--- src/rtl/ro_heater_seq.sv ---
// Ring-oscillator heater sequencer: captures a heater command, then issues
// periodic single-cycle start pulses until the repeat count is met or aborted.
module ro_heater_seq #(
  parameter int DATA_W      = 256,
  parameter int LEN_W       = 9,
  parameter int MAX_HEATERS = 5,
  parameter int PERIOD_W    = 32,
  parameter int REPEAT_W    = 16
) (
  input  logic                clk,
  input  logic                rst,
  input  logic                cmd_valid,
  output logic                cmd_ready,
  input  logic [DATA_W-1:0]   cmd_data,
  input  logic [LEN_W-1:0]    cmd_data_len,
  input  logic [7:0]          cmd_on_num,
  input  logic [PERIOD_W-1:0] cmd_period,
  input  logic [REPEAT_W-1:0] cmd_repeat,
  input  logic                abort,
  output logic                ro_heater_start,
  output logic [DATA_W-1:0]   ro_heater_data,
  output logic [LEN_W-1:0]    ro_heater_data_len,
  output logic [7:0]          ro_heater_on_num,
  output logic                busy,
  output logic                done,
  output logic [REPEAT_W-1:0] pulse_count
);

  typedef enum logic [1:0] {ST_IDLE, ST_PULSE, ST_WAIT, ST_DONE} state_t;

  state_t              state_reg, state_next;
  logic                live_reg;
  logic [DATA_W-1:0]   data_reg;
  logic [LEN_W-1:0]    len_reg;
  logic [7:0]          on_num_reg;
  logic [PERIOD_W-1:0] period_reg;
  logic [PERIOD_W-1:0] cnt_reg;
  logic [REPEAT_W-1:0] repeat_reg;
  logic [REPEAT_W-1:0] count_reg;

  logic                accept;
  logic [REPEAT_W-1:0] count_inc;
  logic                last_pulse;

  assign accept     = cmd_valid && cmd_ready;
  assign count_inc  = (&count_reg) ? count_reg : count_reg + REPEAT_W'(1);
  assign last_pulse = (repeat_reg != '0) && (count_inc == repeat_reg);

  // State register
  always_ff @(posedge clk) begin
    if (rst) begin
      state_reg <= ST_IDLE;
    end else begin
      state_reg <= state_next;
    end
  end

  // Next-state logic
  always_comb begin
    state_next = state_reg;
    case (state_reg)
      ST_IDLE:  if (accept) state_next = ST_PULSE;
      ST_PULSE: state_next = (abort || last_pulse) ? ST_DONE : ST_WAIT;
      ST_WAIT: begin
        if (abort) begin
          state_next = ST_DONE;
        end else if (cnt_reg == PERIOD_W'(1)) begin
          state_next = ST_PULSE;
        end
      end
      ST_DONE:  state_next = ST_IDLE;
      default:  state_next = ST_IDLE;
    endcase
  end

  // Outputs decoded from state; live_reg holds cmd_ready low until a
  // clock edge has passed with reset released.
  always_comb begin
    cmd_ready       = 1'b0;
    ro_heater_start = 1'b0;
    busy            = 1'b0;
    done            = 1'b0;
    case (state_reg)
      ST_IDLE:  cmd_ready = live_reg;
      ST_PULSE: begin
        ro_heater_start = 1'b1;
        busy            = 1'b1;
      end
      ST_WAIT:  busy = 1'b1;
      ST_DONE: begin
        busy = 1'b1;
        done = 1'b1;
      end
      default: ;
    endcase
  end

  // Command capture, period counter and pulse counter
  always_ff @(posedge clk) begin
    if (rst) begin
      live_reg   <= 1'b0;
      data_reg   <= '0;
      len_reg    <= '0;
      on_num_reg <= '0;
      period_reg <= '0;
      repeat_reg <= '0;
      cnt_reg    <= '0;
      count_reg  <= '0;
    end else begin
      live_reg <= 1'b1;
      if (accept) begin
        data_reg   <= cmd_data;
        len_reg    <= (int'(cmd_data_len) > DATA_W) ? LEN_W'(DATA_W) : cmd_data_len;
        on_num_reg <= (int'(cmd_on_num) > MAX_HEATERS) ? 8'(MAX_HEATERS) : cmd_on_num;
        period_reg <= (cmd_period < PERIOD_W'(2)) ? PERIOD_W'(2) : cmd_period;
        repeat_reg <= cmd_repeat;
        count_reg  <= '0;
      end
      if (state_reg == ST_PULSE) begin
        count_reg <= count_inc;
        cnt_reg   <= period_reg - PERIOD_W'(1);
      end else if (state_reg == ST_WAIT) begin
        cnt_reg <= cnt_reg - PERIOD_W'(1);
      end
    end
  end

  assign ro_heater_data     = data_reg;
  assign ro_heater_data_len = len_reg;
  assign ro_heater_on_num   = on_num_reg;
  assign pulse_count        = count_reg;

endmodule
--- config.mk ---
export PLATFORM = sky130hd
export DESIGN_NAME = ro_heater_seq
export DESIGN_NICKNAME = d
export VERILOG_FILES = /design/src/rtl/ro_heater_seq.sv
export SDC_FILE = /design/constraint.sdc
export NUM_CORES = 1
export LEC_CHECK = 0
export CAP_MARGIN = 30
export CORE_AREA = 5 5 238 240
export DETAILED_ROUTE_END_ITERATION = 16
export DIE_AREA = 0 0 243 245
export PLACE_DENSITY = 0.63
export SLEW_MARGIN = 20
export SYNTH_ARGS = -nofsm -noshare
export SYNTH_HDL_FRONTEND = slang
export SYNTH_SLANG_ARGS = --single-unit
--- constraint.sdc ---
create_clock -name clk -period 4.7 [get_ports clk]
set_clock_uncertainty 0.1 [all_clocks]
set_input_delay 0.47 -clock clk [delete_from_list [all_inputs] [get_ports clk]]
set_output_delay 0.47 -clock clk [all_outputs]
set_load 0.01 [all_outputs]
==> impl_metrics.tcl <==
set metrics [dict create \
    startpoint_type "flip-flop" \
    grt_pass1_wl_mm 91.1 \
    drt_iter0_drc 1041 \
    die_w_um 243 \
    htreeDepth 2 \
    swShare_pct 34.1 \
    track_usage_pct 19.1 \
    via_count 15820 \
    p_sw_mw 3.79 \
    hold_path_class "input port to flip-flop" \
    ant_nets 0 \
    dp_hpwl_mm 44.1 \
    pre_cts_ws_ns 1.48 \
    place.gp.congestion 0.936 \
    cts.sinks 372 \
    outcome "complete, no violations" \
    grt_max_degree 164 \
    grt_pass1_vias 15510 \
    firstDrtPassIters 5 \
    syn_nets 2319 \
    clk_pin_slew_ns 0.06 \
    numCtsBuffers 44 \
    setup_viol 0 \
    final_layout_size_suffix_gt1_share_pct 3.92 \
    relSlewSlack_pct 35.4 \
    core_um2 54400 \
    root_buffer "clkbuf_16" \
    post-cts-setup-buffers 0 \
    hold_ws_ns 0.331 \
    multi_input_area_um2 7040 \
    synth_area_um2 15100 \
    io_buffers 617 \
    avgViaCountPerCell 4.85 \
    seq_area_um2 7450 \
    worst_slew_pin_slew_ns 0.968 \
    drv_cap 0 \
    layout.nets 2850 \
    synth_warnings 0 \
    clockBufferDepth 3 \
    p_leak_nw 8.13 \
    avgRoutedWirePerCell_um 18.6 \
    placed_cells 3172 \
    cp.arrival_ns 2.64 \
    ios 618 \
    synthArstFlopShare_pct 0 \
    critPathKind "flip-flop to output pin" \
    dieArea_um2 59500 \
    insertion_delay_ns 0.55 \
    pwr-share-clk_pct 31.8 \
    required_ns 4.13 \
    min_period_over_period_pct 68.4 \
    drv_slew 0 \
    setup.worst_path.end_class "output pin" \
    rows 86 \
    min_period_ns 3.21 \
    overflow 0 \
    fin_tns_setup_ns 0 \
    internal_power_mw 7.32 \
    hold_viol 0 \
    cts_tree "built" \
    cts_resized 0 \
    postCtsHoldBufs 0 \
    power_density_nw_per_um2 477 \
    synth_edf_count 0 \
    drc_errors 0 \
    wl_mm 60.5 \
    yosysUniqueCellTypes 67 \
    rsz0062_at_grt "false" \
    fin_cells 3259 \
    synth_seq_cells 372 \
    avgSynthCellArea_um2 7.62 \
    chipHeight_um 245 \
    synth-main-ff-cell "dfxtp_1" \
    ys_seq_area_share_pct 49.3 \
    pwr-share-comb_pct 33.4 \
    pwr-share-seq_pct 34.7 \
    fillers 5422 \
    synthCells 1985 \
    antenna_found_initial 15 \
    area_growth_pct 54.1 \
    max_freq_mhz 311 \
    setup_ws_ns 1.49 \
    largest_register_ffs 256 \
    cp_max_fo 85 \
    start_util_pct 27.8 \
    irDropWorstVdd_mv 0.338 \
]
## cell families (layout without fill, tap and decap cells)
group           count (synthesis)  in the layout  share of synthesized area (%)
simple gates                  909            909                           25.5
compound gates                475            475                           17.2
flops                         372            372                           49.3
buf+inv                       168            732                           4.25
xor+xnor                       47             47                           2.72
fa+ha+maj                       9              9                          0.745
mux                             5              5                          0.348
other cells                     0              6                              0
## cells in the final DEF, fill, tap and decap left out, drive strengths merged, types with 4 or more instances in the layout
master / Yosys / routed
nand2: 672 / 672
buf: 8 / 13
nand3: 26 / 26
and3: 9 / 9
o22ai: 8 / 8
diode: 0 / 6
nor2b: 5 / 5
and4: 4 / 4
o31ai: 4 / 4
xor2: 20 / 20
a31oi: 9 / 9
nand3b: 13 / 13
xnor2: 27 / 27
clkdlybuf4s50: 0 / 616
nor4: 30 / 30
nand4: 12 / 12
a221oi: 7 / 7
nand2b: 5 / 5
or3: 12 / 12
clkinv: 1 / 4
or4: 7 / 7
nor2: 71 / 71
o21ai: 49 / 49
ha: 9 / 9
a22oi: 10 / 10
a21oi: 352 / 352
nor3: 34 / 34
clkbuf: 138 / 70
dfxtp: 372 / 372
bufinv: 0 / 5
inv: 21 / 21
## metrics by stage
step / utilization, % / instance area (um^2) / total power [mW]
5_1_grt: 42.8 / 23300 / 11.8
3_5_place_dp: 40.0 / 21800 / 7.62
6_report: 42.8 / 23300 / 11.1
3_3_place_gp: 40.0 / 21800 / 7.53
4_1_cts: 42.7 / 23300 / 11.2
2_1_floorplan: - / 15100 / 6.18
## synthesized netlist by cell type, drive strengths merged (3+ instances only)
| cell | count | share of area (%) |
|---|---|---|
| a211oi | 3 | 0.15 |
| a21oi | 352 | 12 |
| a221oi | 7 | 0.41 |
| a22oi | 10 | 0.50 |
| a2bb2oi | 3 | 0.17 |
| a311oi | 3 | 0.17 |
| a31oi | 9 | 0.37 |
| and3 | 9 | 0.37 |
| and4 | 4 | 0.23 |
| buf | 8 | 0.28 |
| clkbuf | 138 | 3.4 |
| dfxtp | 372 | 49 |
| ha | 9 | 0.74 |
| inv | 21 | 0.52 |
| mux2i | 3 | 0.20 |
| nand2 | 672 | 17 |
| nand2b | 5 | 0.26 |
| nand3 | 26 | 0.86 |
| nand3b | 13 | 0.65 |
| nand4 | 12 | 0.50 |
| nor2 | 71 | 1.8 |
| nor2b | 5 | 0.21 |
| nor3 | 34 | 1.3 |
| nor4 | 30 | 1.3 |
| o211ai | 3 | 0.15 |
| o21ai | 49 | 1.6 |
| o221a | 3 | 0.22 |
| o22ai | 8 | 0.33 |
| o31ai | 4 | 0.20 |
| or3 | 12 | 0.50 |
| or4 | 7 | 0.37 |
| xnor2 | 27 | 1.6 |
| xor2 | 20 | 1.2 |
## power by group through the flow
stage          clock, mW  sequential [mW]  combinational, mW
2_1_floorplan          0             3.96               2.22
3_3_place_gp           0             3.90               3.64
3_5_place_dp           0             3.92               3.70
4_1_cts             3.66             3.85               3.72
5_1_grt             3.77             3.92               4.11
6_report            3.54             3.86               3.72
## worst paths after layout
path / startpoint / to / slack (ns) / depth (start not counted)
worst min register to register: ro_heater_data_len[7] / ro_heater_data_len[7] / 0.35 / 2
worst max register to register: pulse_count[0] / state_reg[0] / 1.68 / 8
worst min-delay path: rst / repeat_reg[0] / 0.33 / 2
worst max-delay path: state_reg[0] / ro_heater_start / 1.49 / 3
## worst max-delay path: stages (launching register included)
cell             delay [ns]
dfxtp_1                0.49
ha_2                   0.27
buf_4                  0.65
clkdlybuf4s50_1        0.68
## final cells by class
type | count | area share (%)
Tap cell | 704 | 3.78
Clock buffer | 68 | 5.63
Multi-Input combinational cell | 1445 | 30.2
Inverter | 22 | 0.354
Clock inverter | 11 | 0.806
Timing Repair Buffer | 631 | 27.2
Antenna cell | 6 | 0.0644
Sequential cell | 372 | 32.0
## layer usage
layer	wire length [um]	global-route usage (%)	vias up
met3	5400	7.06	119
met5	103	0	-
met1	23600	22.3	7371
met2	29500	32.6	573
met4	1940	5.99	16
li1	-	-	7741
No activity file was read; power rests on OpenSTA's default activity.
